==> src/rtl/fp_ctrl_pkg.sv <==
`default_nettype none
// ============================================================================
// Module   : fp_ctrl_pkg
// Brief    : Shared types and constants for the shared FP unit front end.
// Revision : 1.0 - initial release
// ============================================================================
package fp_ctrl_pkg;

    localparam int FP_DATA_W          = 16;
    localparam int FP_DEFAULT_LATENCY = 3;
    // Wide enough for the largest supported requester count (8).
    localparam int FP_IDX_W           = 3;

    typedef enum logic [1:0] {
        FP_ADD = 2'b00,
        FP_SUB = 2'b01,
        FP_MUL = 2'b10,
        FP_DIV = 2'b11
    } fp_op_e;

    typedef struct packed {
        logic                valid;
        logic [FP_IDX_W-1:0] index;
    } fp_tag_t;

endpackage
`default_nettype wire

==> src/rtl/fp_rr_arbiter.sv <==
`default_nettype none
// ============================================================================
// Module   : fp_rr_arbiter
// Brief    : Combinational round-robin picker; the pointer lives in the parent.
// Revision : 1.0 - initial release
// ============================================================================
module fp_rr_arbiter
    import fp_ctrl_pkg::*;
#(
    parameter int NUM_REQ = 4
) (
    input  logic [NUM_REQ-1:0]  i_req,
    input  logic [FP_IDX_W-1:0] i_ptr,
    output logic [NUM_REQ-1:0]  o_grant,
    output logic [FP_IDX_W-1:0] o_grant_idx,
    output logic                o_grant_vld,
    output logic [FP_IDX_W-1:0] o_next_ptr
);

    int w_pos;

    always_comb begin
        o_grant     = '0;
        o_grant_idx = '0;
        o_grant_vld = 1'b0;
        o_next_ptr  = i_ptr;
        w_pos       = 0;
        // Walk offsets from the pointer; the first active request wins.
        for (int k = 0; k < NUM_REQ; k++) begin
            w_pos = int'(i_ptr) + k;
            if (w_pos >= NUM_REQ) begin
                w_pos = w_pos - NUM_REQ;
            end
            for (int i = 0; i < NUM_REQ; i++) begin
                if (!o_grant_vld && (i == w_pos) && i_req[i]) begin
                    o_grant_vld = 1'b1;
                    o_grant[i]  = 1'b1;
                    o_grant_idx = FP_IDX_W'(i);
                    o_next_ptr  = (i == NUM_REQ - 1) ? '0 : FP_IDX_W'(i + 1);
                end
            end
        end
    end

endmodule
`default_nettype wire

==> src/rtl/fp_request_arbiter.sv <==
`default_nettype none
// ============================================================================
// Module   : fp_request_arbiter
// Brief    : Round-robin sharing of one pipelined half-precision FP unit with
//            per-requester result return through a latency-matched tag pipe.
// Revision : 1.0 - initial release
// ============================================================================
module fp_request_arbiter
    import fp_ctrl_pkg::*;
#(
    parameter int NUM_REQ    = 4,
    parameter int DATA_W     = FP_DATA_W,
    parameter int FP_LATENCY = FP_DEFAULT_LATENCY
) (
    input  logic                      clk,
    input  logic                      areset,
    input  logic [NUM_REQ-1:0]        req_valid,
    output logic [NUM_REQ-1:0]        req_ready,
    input  logic [NUM_REQ*DATA_W-1:0] req_a,
    input  logic [NUM_REQ*DATA_W-1:0] req_b,
    input  logic [NUM_REQ*2-1:0]      req_op,
    output logic [NUM_REQ-1:0]        rsp_valid,
    output logic [DATA_W-1:0]         rsp_data,
    output logic [DATA_W-1:0]         fp_a,
    output logic [DATA_W-1:0]         fp_b,
    output logic [1:0]                fp_op,
    input  logic [DATA_W-1:0]         fp_result,
    output logic                      busy
);

    logic [NUM_REQ-1:0]  r_pending;
    logic [FP_IDX_W-1:0] r_ptr;
    fp_tag_t             r_tag [0:FP_LATENCY];

    logic [NUM_REQ-1:0]  w_req;
    logic [NUM_REQ-1:0]  w_grant;
    logic [FP_IDX_W-1:0] w_grant_idx;
    logic                w_grant_vld;
    logic [FP_IDX_W-1:0] w_next_ptr;
    logic [NUM_REQ-1:0]  w_clr;

    assign req_ready = ~r_pending;
    assign busy      = |r_pending;
    assign w_req     = req_valid & ~r_pending;

    fp_rr_arbiter #(
        .NUM_REQ (NUM_REQ)
    ) u_rr (
        .i_req       (w_req),
        .i_ptr       (r_ptr),
        .o_grant     (w_grant),
        .o_grant_idx (w_grant_idx),
        .o_grant_vld (w_grant_vld),
        .o_next_ptr  (w_next_ptr)
    );

    // Last tag stage lines up with fp_result for the op it describes.
    always_comb begin
        w_clr = '0;
        for (int i = 0; i < NUM_REQ; i++) begin
            w_clr[i] = r_tag[FP_LATENCY].valid &&
                       (r_tag[FP_LATENCY].index == FP_IDX_W'(i));
        end
    end

    always_ff @(posedge clk) begin
        if (areset) begin
            r_pending <= '0;
            r_ptr     <= '0;
            rsp_valid <= '0;
            rsp_data  <= '0;
            fp_a      <= '0;
            fp_b      <= '0;
            fp_op     <= FP_ADD;
            for (int k = 0; k <= FP_LATENCY; k++) begin
                r_tag[k] <= '0;
            end
        end else begin
            r_pending <= (r_pending & ~w_clr) | w_grant;
            rsp_valid <= w_clr;
            if (r_tag[FP_LATENCY].valid) begin
                rsp_data <= fp_result;
            end
            if (w_grant_vld) begin
                r_ptr <= w_next_ptr;
            end
            for (int i = 0; i < NUM_REQ; i++) begin
                if (w_grant[i]) begin
                    fp_a  <= req_a[i*DATA_W +: DATA_W];
                    fp_b  <= req_b[i*DATA_W +: DATA_W];
                    fp_op <= req_op[i*2 +: 2];
                end
            end
            r_tag[0].valid <= w_grant_vld;
            r_tag[0].index <= w_grant_idx;
            for (int k = 1; k <= FP_LATENCY; k++) begin
                r_tag[k] <= r_tag[k-1];
            end
        end
    end

endmodule
`default_nettype wire

==> config.mk <==
export PLATFORM = sky130hd
export DESIGN_NAME = fp_request_arbiter
export DESIGN_NICKNAME = d
export VERILOG_FILES = /design/src/rtl/fp_ctrl_pkg.sv /design/src/rtl/fp_rr_arbiter.sv /design/src/rtl/fp_request_arbiter.sv
export SDC_FILE = /design/constraint.sdc
export NUM_CORES = 1
export LEC_CHECK = 0
export ABC_AREA = 1
export CAP_MARGIN = 30
export CORE_MARGIN = 2
export CORE_UTILIZATION = 41
export DETAILED_ROUTE_END_ITERATION = 10
export GPL_ROUTABILITY_DRIVEN = 1
export PLACE_DENSITY = 0.91
export SLEW_MARGIN = 10
export SYNTH_ARGS = -nofsm -noshare
export SYNTH_HDL_FRONTEND = slang
export SYNTH_SLANG_ARGS = --single-unit
==> constraint.sdc <==
create_clock -name clk -period 3.1 [get_ports clk]
set_input_delay 0.62 -clock clk [delete_from_list [all_inputs] [get_ports clk]]
set_output_delay 0.62 -clock clk [all_outputs]
set_load 0.02 [all_outputs]
==> flow_metrics.tcl, run 1 <==
set metrics [dict create \
    status "completed" \
    post_drt_wl_per_cell_um 13.3 \
    drive_above_1_share 0.0834 \
    ios 217 \
    clockBufferDepth 2 \
    ys_seq_elements 72 \
    ys_warn_count 0 \
    design_area_mm2 0.00707 \
    synth_cell_types 34 \
    holdBufCountCts 0 \
    max_freq_ghz 0.349 \
    worstHoldPathType "reg2reg" \
    die_h_um 107 \
    drt.antenna.violating_nets 0 \
    dr.pass1.iters 4 \
    path_max_fanout 20 \
    routed.top_layer "met4" \
    vdd_drop_max_uv 547 \
    cts_buffers 9 \
    gp_congestion 0.887 \
    start_util 0.424 \
    power_frac_clock 0.113 \
    grt_pass1_wl_um 23400 \
    hold-path-cell-count 2 \
    finalMaxSlewViolations 0 \
    grt_max_degree 37 \
    synth.area.top_cells "dfxtp_1 33%, nand2_1 19%, nor2_1 17%" \
    fin_crit_ps 2860 \
    cts_tree "done" \
    maxCapViolCount 0 \
    track_usage 0.254 \
    worstSkewPairLatency_ps 340 \
    p_seq_frac 0.201 \
    dp_hpwl_um 11000 \
    synthMuxAreaShare 0 \
    syn-instance-count 742 \
    required_ps 3380 \
    finalSetupViolCount 0 \
    rsz0062_at_grt "no" \
    synth_fa_ha_area_frac 0 \
    wl_met3_um 1370 \
    placed_area_mm2 0.00683 \
    relSlewSlack 0.568 \
    sw_frac_of_total 0.477 \
    arrival_ps 3140 \
    portBuffers 216 \
    worstSetupPathType "in2reg" \
    finalHoldViolCount 0 \
    syn_area_mm2 0.00438 \
    gr-total-overflow 0 \
    num_antenna_cells 0 \
    reg2reg_depth 18 \
    synth_compound_area_frac 0.0769 \
    powerDensity_mw_per_mm2 956 \
    synthToLayoutAreaGrowth_pct 61.4 \
    cts.sink_count 72 \
    drcViolationCount 0 \
    ys_seq_area_frac 0.329 \
    met1Wirelength_um 5860 \
    die_area_mm2 0.0115 \
    synthSimpleGateAreaFrac 0.474 \
    drtIter0Drc 299 \
    mostFrequentLayoutCell "nand2_1" \
    finalCritPeriodShare 0.923 \
    synth_fp_nets 900 \
    power.leakage_nw 3.47 \
    cts_max_level 3 \
    start_kind "input port" \
    finalSetupTns_ps 0 \
    coreArea_mm2 0.0103 \
    final_cell_mix "225 x nand2_1, 216 x clkdlybuf4s50_1, 196 x nor2_1" \
    synth-xor-area-share 0 \
    synth_top_family_by_area "simple AND/OR/NAND/NOR gates" \
    routed_wl_um 14700 \
    comb_power_share 0.686 \
    nets 1124 \
    dieWidth_um 107 \
    worstMarginPinSlew_ps 647 \
    finClkSkew_ps 9.95 \
    intPower_mw 3.53 \
    cts.reportedPaths.clkPinSlew_ps 80 \
    wl_met2_um 7190 \
    vias 5282 \
    rows 37 \
    synth.top_cell.area_share 0.329 \
    grt_pass1_vias 5033 \
    viasPerCell 4.77 \
    end_kind "flop" \
    synth_area_per_cell_um2 5.90 \
    synth_area_leader_cell "dfxtp_1" \
    cts_root_buf "clkbuf_8" \
    grt_antenna_before_repair 0 \
    switchingPower_mw 3.22 \
]
-- worst max-delay path, cell delays in order --
cell,delay [ps]
clkdlybuf4s50_1,420
inv_1,60
nor2_1,50
nand2_1,140
nand2_4,80
nor2_8,140
nand4_1,100
nor2_2,180
nand2_1,100
nor2_1,130
nand2_1,80
nand3b_1,250
buf_4,170
o21bai_4,140
buf_12,190
nand2_1,70
nand2_1,60
nor2_1,50
nor2_1,90
-- flip-flops by register name (all words and copies together), names as in the netlist --
signal	flops
rsp_data	16
fp_op	2
r_pending	4
r_ptr	2
r_tag	12
rsp_valid	4
fp_a	16
fp_b	16
-- synthesized netlist by cell type --
cell type,count
a21oi_1,4
nor3_1,2
dfxtp_1,72
buf_2,9
o2111ai_1,1
nand2_4,3
inv_1,66
nand3b_1,1
nand4_1,9
nand3_4,1
nor2_4,2
o21ai_1,4
o21bai_4,1
nand4_4,1
nand2_2,5
nand2_1,225
nand4_2,1
buf_6,10
buf_4,5
nand3_2,1
nor2_1,198
a211oi_1,1
nand3_1,40
o21ai_0,48
clkinv_1,1
a31oi_1,1
nor4_1,2
nor2_8,1
inv_2,5
clkbuf_1,11
or2_1,1
nor2_2,4
buf_1,5
o2111ai_2,1
-- power groups by stage --
| stage | logic (mW) | registers [mW] | clock network [mW] |
|---|---|---|---|
| floorplan | 2.84 | 1.57 | 0 |
| global placement | 4.48 | 1.37 | 0 |
| detailed placement | 4.56 | 1.37 | 0 |
| CTS | 4.57 | 1.35 | 0.782 |
| global route | 5.21 | 1.39 | 0.826 |
| finish | 4.64 | 1.36 | 0.761 |
-- cell families after synthesis --
family / Yosys count
compound gates: 61
simple gates: 497
flops: 72
buf+inv: 112
-- cell type report --
| cell class | count | area, um^2 |
|---|---|---|
| Sequential cell | 72 | 1440 |
| Clock buffer | 9 | 124 |
| Clock inverter | 7 | 77.6 |
| Timing Repair Buffer | 252 | 2560 |
| Fill cell | 886 | 3260 |
| Multi-Input combinational cell | 559 | 2430 |
| Tap cell | 136 | 170 |
| Inverter | 72 | 270 |
-- routing by layer --
layer,global-route usage,vias to the layer above
li1,-,2715
met1,0.287,2330
met2,0.458,214
met3,0.0732,23
met4,0.0788,0
met5,0,-
-- metrics by stage --
| stage | power, mW | utilization | std cells | setup WS (ps) | hold slack, ps |
|---|---|---|---|---|---|
| global route | 7.42 | 0.685 | 1107 | 1.79 | 413 |
| CTS | 6.71 | 0.681 | 1105 | 10.8 | 402 |
| floorplan | 4.40 | - | 742 | 639 | 388 |
| global placement | 5.85 | 0.662 | 1089 | -205 | 390 |
| finish | 6.76 | 0.685 | 1107 | 239 | 400 |
| detailed placement | 5.93 | 0.662 | 1089 | -302 | 396 |
-- path summary, 6_finish.rpt --
kind	startpoint	endpoint	slack (ps)
max reg2reg	r_ptr[1]	fp_b[13]	420
min	r_tag[0][5]	r_tag[0][9]	400
max	req_valid[1]	fp_a[1]	240
min reg2reg	r_tag[0][5]	r_tag[0][9]	400
-- what timing repair did --
action	4_1_cts	5_1_grt
setup buffers	0	1
endpoints found under the setup margin	0	36
resized for setup	0	3
No activity file was read; power rests on OpenSTA's default activity.
==> run 2, diff against run 1 <==
SKIP_CTS_REPAIR_TIMING = 1   (was unset)
==> results of run 2 <==
Same layout as run 1: the final DEF is identical, and so are final timing and power.
==> run 3, diff against run 2 <==
CORE_UTILIZATION = 42   (was 41)
CTS_BUF_LIST = sky130_fd_sc_hd__clkbuf_2 sky130_fd_sc_hd__clkbuf_4 sky130_fd_sc_hd__clkbuf_8   (was unset)
PLACE_DENSITY = 0.93   (was 0.91)
==> flow_metrics.tcl, run 3 (synthesis results as in run 1) <==
set metrics [dict create \
    gp_congestion 0.902 \
    end_kind "flop" \
    placed_area_mm2 0.00676 \
    drtIter0Drc 229 \
    clockBufferDepth 2 \
    routed_wl_um 14100 \
    coreArea_mm2 0.0102 \
    grt_pass1_wl_um 22800 \
    power.leakage_nw 3.42 \
    use_met3 0.0699 \
    vdd_drop_max_uv 446 \
    startpoint "req_valid[0]" \
    drt.antenna.violating_nets 0 \
    hp-start "r_tag[0][7]" \
    grt_antenna_before_repair 0 \
    viasPerCell 4.78 \
    die_h_um 106 \
    crit_slowest_cell "clkdlybuf4s50_1" \
    dp_hpwl_um 10900 \
    worstMarginPinSlew_ps 696 \
    worstHoldPathType "reg2reg" \
    dieWidth_um 106 \
    crit_chain "clkdlybuf4s50_1 -> inv_1 -> nor2_1 -> nand2_2 -> nand2_4 -> nor2_8 -> nand4_1 -> nand3_2 -> nor2_4 -> nand4_4 -> inv_2 -> nand2_2 -> buf_12 -> o21ai_0 -> nor2_1" \
    num_antenna_cells 0 \
    post_drt_wl_per_cell_um 12.9 \
    powerDensity_mw_per_mm2 955 \
    fin_crit_ps 2740 \
    die_area_mm2 0.0113 \
    cts_buffers 9 \
    finalSetupTns_ps 0 \
    vias 5235 \
    finClkSkew_ps 10.8 \
    mostFrequentLayoutCell "nand2_1" \
    max_freq_ghz 0.365 \
    ios 217 \
    rows 37 \
    drive_above_1_share 0.0708 \
    rr_startpoint "r_ptr[1]" \
    grt_max_degree 31 \
    design_area_mm2 0.00698 \
    maxCapViolCount 0 \
    finalSetupViolCount 0 \
    final_core_util 0.683 \
    drcViolationCount 0 \
    worstSkewPairLatency_ps 340 \
    finalCritPeriodShare 0.883 \
    finalHoldViolCount 0 \
    cts.reportedPaths.clkPinSlew_ps 80 \
    fillers 858 \
    cts_root_buf "clkbuf_8" \
    path_max_fanout 29 \
    arrival_ps 2970 \
    synthToLayoutAreaGrowth_pct 59.5 \
    worstSetupPathType "in2reg" \
    relSlewSlack 0.535 \
    reg_top3 "fp_a: 16 flops, fp_b: 16 flops, rsp_data: 16 flops" \
    slowest_delay_ps 450 \
    status "completed" \
    nets 1113 \
    gr-max-usage-layer "met2" \
    gr-usage-met1 0.282 \
    cts.sink_count 72 \
    cts_tree "done" \
    cts_max_level 3 \
    rsz0062_at_grt "no" \
    power_mw 6.67 \
    use_met2 0.463 \
    finalMaxSlewViolations 0 \
    start_util 0.428 \
    dr.pass1.iters 5 \
    gr-total-overflow 0 \
    start_kind "input port" \
    portBuffers 216 \
    track_usage 0.253 \
    final_cell_mix "225 x nand2_1, 216 x clkdlybuf4s50_1, 198 x nor2_1" \
    required_ps 3330 \
    grt_pass1_vias 4934 \
]
## run 3: cell count changes in the layout (fill, tap and decap cells not counted)
cell       delta
bufinv_16     +1
buf_12        -1
inv_6         -3
nor2_4        -1
buf_4         -9
nor2_2        -2
clkbuf_4      +2
nor2_1        +2
## run 3: layout make-up
| cell class | count | area (um^2) | area share |
|---|---|---|---|
| timing repair buffer | 242 | 2470 | 0.354 |
| multi-input combinational | 558 | 2410 | 0.345 |
| sequential | 72 | 1440 | 0.206 |
| inverter | 72 | 270 | 0.0387 |
| tap | 136 | 170 | 0.0244 |
| clock buffer | 11 | 139 | 0.0199 |
| clock inverter | 5 | 81.3 | 0.0116 |
## run 3: report_power, final
| part | switching [mW] | internal [mW] |
|---|---|---|
| registers | 0.150 | 1.20 |
| clock network | 0.350 | 0.472 |
| logic | 2.58 | 1.92 |
## run 3: worst max-delay path: cells and delay by family
kind                   cells  cell delay, ps
AOI/OAI and AO/OA          1             170
buffers and inverters      4             800
and+or+nand+nor           10            1350
## run 3: worst paths after layout
check,cells past startpoint,slack (ps),end
max,15,360,fp_a[10]
min,2,400,r_tag[0][11]
max reg2reg,17,570,fp_a[1]
min reg2reg,2,400,r_tag[0][11]
## run 3: routing by layer
metal | share of wire | vias up
met4 | 0.017 | 0
met5 | 0 | -
li1 | - | 2696
met3 | 0.084 | 22
met2 | 0.49 | 202
met1 | 0.40 | 2315
## run 3: per-stage QoR
stage	setup WS, ps	cells	hold WS (ps)
4_1_cts	360	1096	404
2_1_floorplan	639	742	388
3_5_place_dp	13.5	1080	393
6_report	362	1096	402
3_3_place_gp	39.6	1080	389
5_1_grt	98.4	1096	407
